### config.mk
export PLATFORM = sky130hd
export DESIGN_NAME = ahb_dma_master
export DESIGN_NICKNAME = d
export VERILOG_FILES = /design/src/rtl/ahb_dma_master.sv
export SDC_FILE = /design/constraint.sdc
export NUM_CORES = 1
export LEC_CHECK = 0
export ABC_CLOCK_PERIOD_IN_PS = 2200
export BUFFER_PORTS_ARGS = -buffer_cell sky130_fd_sc_hd__buf_2
export CORE_UTILIZATION = 40
export DETAILED_ROUTE_END_ITERATION = 8
export SLEW_MARGIN = 20
export SYNTH_ARGS = -nofsm -noshare
export SYNTH_HDL_FRONTEND = slang
export SYNTH_SLANG_ARGS = --single-unit
### constraint.sdc
create_clock -name HCLK -period 2.2 [get_ports HCLK]
set_input_delay 0.11 -clock HCLK [delete_from_list [all_inputs] [get_ports HCLK]]
set_output_delay 0.11 -clock HCLK [all_outputs]
set_load 0.01 [all_outputs]
### src/rtl/ahb_dma_master.sv
// Single-channel AHB-Lite copy engine: reads one word from src, writes it to dst,
// repeats len times. One transfer in flight at a time, every output registered.
//
// state      | meaning
// S_IDLE     | waiting for start_i, bus idle
// S_RD_ADDR  | NONSEQ read address phase at src
// S_RD_DATA  | read data phase, HRDATA captured into the buffer
// S_WR_ADDR  | NONSEQ write address phase at dst
// S_WR_DATA  | write data phase, buffer driven on HWDATA
// S_FIN      | one-cycle done_o pulse (normal end or abort)
module ahb_dma_master #(
  parameter int LEN_W = 16
) (
  input  logic             HCLK,
  input  logic             HRESETn,
  input  logic             start_i,
  input  logic [31:0]      src_addr_i,
  input  logic [31:0]      dst_addr_i,
  input  logic [LEN_W-1:0] len_i,
  output logic             busy_o,
  output logic             done_o,
  output logic             err_o,
  output logic [31:0]      HADDR,
  output logic [1:0]       HTRANS,
  output logic             HWRITE,
  output logic [2:0]       HSIZE,
  output logic [3:0]       HPROT,
  output logic [31:0]      HWDATA,
  input  logic [31:0]      HRDATA,
  input  logic             HREADY,
  input  logic             HRESP
);

  typedef enum logic [2:0] {
    S_IDLE, S_RD_ADDR, S_RD_DATA, S_WR_ADDR, S_WR_DATA, S_FIN
  } state_t;

  localparam logic [1:0] TR_IDLE   = 2'b00;
  localparam logic [1:0] TR_NONSEQ = 2'b10;

  state_t             state_q, state_d;
  logic [31:0]        src_q, src_d;
  logic [31:0]        dst_q, dst_d;
  logic [LEN_W-1:0]   cnt_q, cnt_d;
  logic [31:0]        buf_q, buf_d;
  logic               err_d;

  logic [31:0]        haddr_d, hwdata_d;
  logic [1:0]         htrans_d;
  logic               hwrite_d, busy_d, done_d;

  assign HSIZE = 3'b010;
  assign HPROT = 4'b0011;

  always_ff @(posedge HCLK or negedge HRESETn) begin
    if (!HRESETn) begin
      state_q <= S_IDLE;
      src_q   <= '0;
      dst_q   <= '0;
      cnt_q   <= '0;
      buf_q   <= '0;
      err_o   <= 1'b0;
      HADDR   <= '0;
      HTRANS  <= TR_IDLE;
      HWRITE  <= 1'b0;
      HWDATA  <= '0;
      busy_o  <= 1'b0;
      done_o  <= 1'b0;
    end else begin
      state_q <= state_d;
      src_q   <= src_d;
      dst_q   <= dst_d;
      cnt_q   <= cnt_d;
      buf_q   <= buf_d;
      err_o   <= err_d;
      HADDR   <= haddr_d;
      HTRANS  <= htrans_d;
      HWRITE  <= hwrite_d;
      HWDATA  <= hwdata_d;
      busy_o  <= busy_d;
      done_o  <= done_d;
    end
  end

  // Next state plus the channel registers; an error response always aborts to S_FIN.
  always_comb begin
    state_d = state_q;
    src_d   = src_q;
    dst_d   = dst_q;
    cnt_d   = cnt_q;
    buf_d   = buf_q;
    err_d   = err_o;
    case (state_q)
      S_IDLE: begin
        if (start_i) begin
          src_d   = src_addr_i & 32'hFFFF_FFFC;
          dst_d   = dst_addr_i & 32'hFFFF_FFFC;
          cnt_d   = len_i;
          err_d   = 1'b0;
          state_d = (len_i == '0) ? S_FIN : S_RD_ADDR;
        end
      end
      S_RD_ADDR: if (HREADY) state_d = S_RD_DATA;
      S_RD_DATA: begin
        if (HRESP) err_d = 1'b1;
        if (HREADY) begin
          if (HRESP) begin
            state_d = S_FIN;
          end else begin
            buf_d   = HRDATA;
            state_d = S_WR_ADDR;
          end
        end
      end
      S_WR_ADDR: if (HREADY) state_d = S_WR_DATA;
      S_WR_DATA: begin
        if (HRESP) err_d = 1'b1;
        if (HREADY) begin
          if (HRESP) begin
            state_d = S_FIN;
          end else begin
            src_d   = src_q + 32'd4;
            dst_d   = dst_q + 32'd4;
            cnt_d   = cnt_q - LEN_W'(1);
            state_d = (cnt_q == LEN_W'(1)) ? S_FIN : S_RD_ADDR;
          end
        end
      end
      S_FIN:   state_d = S_IDLE;
      default: state_d = S_IDLE;
    endcase
  end

  // Outputs are computed from the upcoming state so they appear registered in that state.
  always_comb begin
    htrans_d = TR_IDLE;
    haddr_d  = HADDR;
    hwrite_d = HWRITE;
    hwdata_d = HWDATA;
    busy_d   = (state_d != S_IDLE);
    done_d   = (state_d == S_FIN);
    case (state_d)
      S_RD_ADDR: begin
        htrans_d = TR_NONSEQ;
        haddr_d  = src_d;
        hwrite_d = 1'b0;
      end
      S_WR_ADDR: begin
        htrans_d = TR_NONSEQ;
        haddr_d  = dst_d;
        hwrite_d = 1'b1;
      end
      S_WR_DATA: begin
        if (state_q == S_WR_ADDR) hwdata_d = buf_q;
      end
      default: ;
    endcase
  end

endmodule
# Yosys cells after proc, flatten, opt, wreduce, memory -nomap -nowiden
# Index checks and enable logic that the tools add are counted.
# classes
n_addsub	3
multipliers	0
div_mod_pow	0
n_lt_le_gt_ge	0
n_eq_ne	13
n_shift	0
muxes	28
n_bitwise	1
reduce_logical	12
# op_table
operator	n
$mux 32	6
$pmux 32 s2	3
$add 32x3->32 const B	2
$mux 16	3
$pmux 16 s2	1
$mux 3	9
$eq 16x1->1 const B	1
$logic_not 16->1	1
$sub 16x1->16 const B	1
$pmux 3 s5	1
$eq 3x2->1 const B	3
$eq 3x3->1 const B	3
$eq 3x1->1 const B	2
$ne 2x2->1 const B	3
$reduce_and 3->1	2
$reduce_bool 2->1	3
$pmux 1 s2	2
$reduce_and 4->1	1
$reduce_or 2->1	2
$logic_not 3->1	1
$reduce_bool 3->1	1
$mux 1	2
$mux 2	1
$ne 2x1->1 const B	1
2 further kinds	2
# word_totals
reg_bits	185
latchBits	0
ram_bits	0
mem_bits_ro	0
inputBits	117
out_inout_bits	77
wordCells	69
n_memories	0

# Depth between registers and ports, before layout
# depth
ltp_word	8
ltp_mapped	10
mapped_depth_nobuf	8

# Worst setup path after synthesis
# No wires, ideal clock.
# synth_timing
kind	flip-flop to flip-flop
startpoint	register state_q[0]
endpoint	register HADDR[27]
setup_time_ns	0.126
arrival_time_ns	2.173
required_time_ns	2.074
path_slack_ns	-0.099
path_stages_with_launch	9
path_buffers	2
synth_period_minus_slack_ns	2.299
path_cell_list	dfrtp_1 buf_6 or3b_1 buf_6 nor4_4 nand3_1 mux2_4 nor3b_1 a221o_1
# synth_between
word_cells_on_any_way	17
classes_between	eq/ne (6); mux (9); reduce/logical (2)
# synth_rtl
item	line	rtl
start: declaration	41	state_t state_q, state_d;
start signal: assignment	70	state_q <= state_d;
$eq 3x3->1 or $logic_not 3->1 (tied branches)	93	case (state_q)
$pmux 32 s2 *	93	
via src_d[27]	42	logic [31:0] src_q, src_d;
$pmux 32 s2 *	142	case (state_d)
end signal: assignment	76	HADDR <= haddr_d;
end: declaration	23	output logic [31:0] HADDR,
# The timed path passes the listed nets; every way through them passes the cells marked *.
# A chain may end at the register's enable or synchronous reset.

# Final worst setup path
# layout_timing
startpoint	register cnt_q[7]
endpoint	register HADDR[5]
# layout_between
elab_chain_cells	7
word_cells_on_any_way	9
classes_between	eq/ne (3); mux (5); reduce/logical (1)
# layout_rtl
item	line	rtl
start: declaration	44	logic [LEN_W-1:0] cnt_q, cnt_d;
start signal: assignment	73	cnt_q <= cnt_d;
$eq 16x1->1 *	125	state_d = (cnt_q == LEN_W'(1)) ? S_FIN : S_RD_ADDR;
$mux 3 *	125	
$mux 3 *	119	if (HRESP) begin
$mux 3 *	118	if (HREADY) begin
$pmux 3 s5 *	93	
via state_d[2]	41	
$eq 3x2->1 or $eq 3x1->1 (tied branches)	142	
$pmux 32 s2 or $reduce_bool 2->1 (tied branches)	--	
# Marked as above.

==> impl_metrics.ini <==
[drt]
met3_length_mm = 2.03
drt-met1-wl_mm = 13.7
vias = 8992
drc = 0
via_per_inst = 5.57
wire_per_inst_microns = 19.4
top_layer = met4
ant_nets = 0
dr.pass1.iters = 5
drt_iter0_markers = 600
wl_met2_mm = 14.9
drt-total-wl_mm = 31.3

[place]
dp_cells = 1485
dpl.hpwl_mm = 21.5
place_area_sq_um = 11500
portBuffers = 181
gp_congestion = 0.889

[synth]
synth_top_cell_area_share = 0.493
synth.most_common_cell = dfrtp_1
syn_avg_cell_area_sq_um = 10.2
synth_compound_area_frac = 0.182
synth_commonest_cells = dfrtp_1 (184), nand2_1 (77), mux2_2 (65), a21oi_1 (58), o21ai_0 (57)
synth_area_sq_um = 9350
synth_xor_area_frac = 0.00750
ys_warn_count = 0
synthArstFlopShare = 1.00
synth_top_family_by_area = compound AO/OA/AOI/OAI gates
synthFlopType = dfrtp_1
synthTopCellsByArea = dfrtp_1 (49%), mux2_2 (7.8%), a21oi_1 (3.1%)
synth_cell_type_count = 78
synth-edff-count = 0
synth_top_area_cell = dfrtp_1
synthMuxAreaShare = 0.100
synthAdderAreaFrac = 0.00536
synth-simple-area-share = 0.170
yosysSeqAreaShare = 0.493
ys_ff_latch = 184
synthCells = 913

[min_path]
hold_path_class = in -> reg

[die]
die_x_microns = 155
io-pin-count = 194
start_util = 0.410
dieArea_sq_um = 24000
core_area_sq_um = 22800
rows = 55
die_h_microns = 155

[finish]
antenna-diode-count = 0
utilization = 0.586
area_growth_pct = 42.8
multiInputGateArea_sq_um = 4650
nets = 1408
fill_cells = 1979
seqCellArea_sq_um = 4610
drive_above_1_share = 0.394
finalInstanceArea_sq_um = 13300
instances_no_fill = 1613

[run_status]
violations = setup timing
status = finished with violations

[timing]
final_max_slew_viol_count = 0
fin_crit_ns = 2.29
tightestPinTransition_ns = 0.766
fmax_mhz = 437
slew_headroom = 0.485
setup_slack_ns = -0.0896
hold_viol = 0
fin_crit_sh = 1.04
hold_slack_ns = 0.00364
finalSetupViolCount = 29
fin_skew_ns = 0.0155
rsz0062_at_grt = yes

[global_routing]
grt_pass1_vias = 8702
track_usage = 0.263
overflow = 0
grt_max_degree = 58
grt_pass1_wl_mm = 48.4
antenna_found_initial = 0

[clocking]
root_buffer = clkbuf_16
cts_num_sinks = 184
cts_tree = yes
worstSkewPairLatency_ns = 0.44
clk_path_buf_depth = 2
cts-buffers-inserted = 17
path_clk_slew_ns = 0.08
htree_levels = 4

[setup_path]
crit_type = reg -> reg
arrival_ns = 2.67
start_kind = register
worst-path-max-fanout = 8
critical_path_required_ns = 2.58
cp-end-kind = register

[power]
leakage_nw = 6.05
irDropWorstVdd_mv = 0.657
power.total_mw = 18.5
power.density_nw_per_um2 = 1390

[run]
max-cap-violations = 0
power breakdown:
group	leakage (nW)	switching, mW	internal [mW]
clock network	0.286	1.54	1.52
registers	2.24	1.15	4.98
logic	3.52	4.88	4.43
worst max-delay path, stage by stage (launching register included):
cell      delay, ns
dfrtp_1        0.39
or3_4          0.39
or4_4          0.45
nor2_4         0.21
a211oi_4       0.11
inv_4          0.13
buf_8          0.15
buf_4          0.11
o31a_1         0.14
o22a_1         0.14
stage by stage:
step	setup slack, ns	setup TNS (ns)
final	-0.0896	-0.905
after global routing	-0.148	-2.20
after CTS	-0.127	-0.995
after detailed placement	-0.407	-11.01
after global placement	-0.329	-9.26
after floorplan	-0.0536	-1.12
final cells by class:
| class | count | share of cell area |
|---|---|---|
| flip-flops and latches | 184 | 0.345 |
| multi-input cells | 652 | 0.348 |
| inverters | 18 | 0.00544 |
| well taps | 313 | 0.0294 |
| clock inverters | 15 | 0.0111 |
| repair buffers | 414 | 0.229 |
| clock buffers | 17 | 0.0319 |
metal layers:
layer	track usage	vias up
met5	0	-
met4	0.0896	0
met3	0.0440	55
met2	0.422	347
met1	0.362	4422
li1	-	4168
placed cells by master, fill, tap and decap left out, types with 5 or more instances in the layout:
cell and count:
conb_1 8, nor2_2 5, nand3_1 43, buf_6 11
o221a_2 5, a221o_1 26, buf_2 181, a21oi_2 5
nand4_1 22, nor3_1 19, nand2_1 76, a21oi_1 54
buf_4 135, o21ai_0 50, nor4_1 11, o2bb2ai_1 5
inv_6 7, inv_8 5, clkbuf_16 18, dlygate4sd3_1 73
and2_1 9, and3_1 11, xor2_1 5, or3_1 5
dfrtp_1 181, nor4_2 6, o211ai_1 7, a22oi_1 18
a21o_1 6, mux2i_1 19, inv_1 13, a31oi_1 9
nor2_1 42, buf_12 9, o22ai_1 15, mux2_2 64
worst paths after layout:
check,start,to,slack [ns],cells past startpoint
hold / removal,dst_addr_i[24],dst_q[24]$_DFF_PN0_,0.004,3
setup reg to reg,cnt_q[7]$_DFFE_PN0P_,HADDR[5]$_DFFE_PN0P_,-0.09,9
setup / recovery,cnt_q[7]$_DFFE_PN0P_,HADDR[5]$_DFFE_PN0P_,-0.09,9
hold reg to reg,src_q[1]$_DFF_PN0_,src_q[1]$_DFF_PN0_,0.49,1
min in group asynchronous,HRESETn,dst_q[14]$_DFF_PN0_,0.20,2
max in group asynchronous,HRESETn,cnt_q[9]$_DFFE_PN0P_,1.23,3
timing repair:
item / in CTS / in global routing
gates cloned: 2 / 2
setup endpoints to repair: 47 / 40
buffers inserted: 8 / 11
pin swaps: 14 / 21
hold buffers: 73 / 0
gates resized for setup: 31 / 50
hold endpoints to repair: 124 / 0
sequential cells by signal (all words and copies together) (netlist names):
signal,flops
state_q,3
done_o,1
HWRITE,1
buf_q,32
cnt_q,16
dst_q,32
HWDATA,32
src_q,32
err_o,1
HADDR,32
HTRANS,1
busy_o,1
cell families (layout without fill, tap and decap cells):
family,after synthesis,in the layout
other cells,2,8
mux,85,85
buf+inv,84,464
flops,184,184
compound gates,249,249
xor+xnor,8,8
fa+ha+maj,4,4
simple gates,297,298
Power figures use the tool's default switching activity.
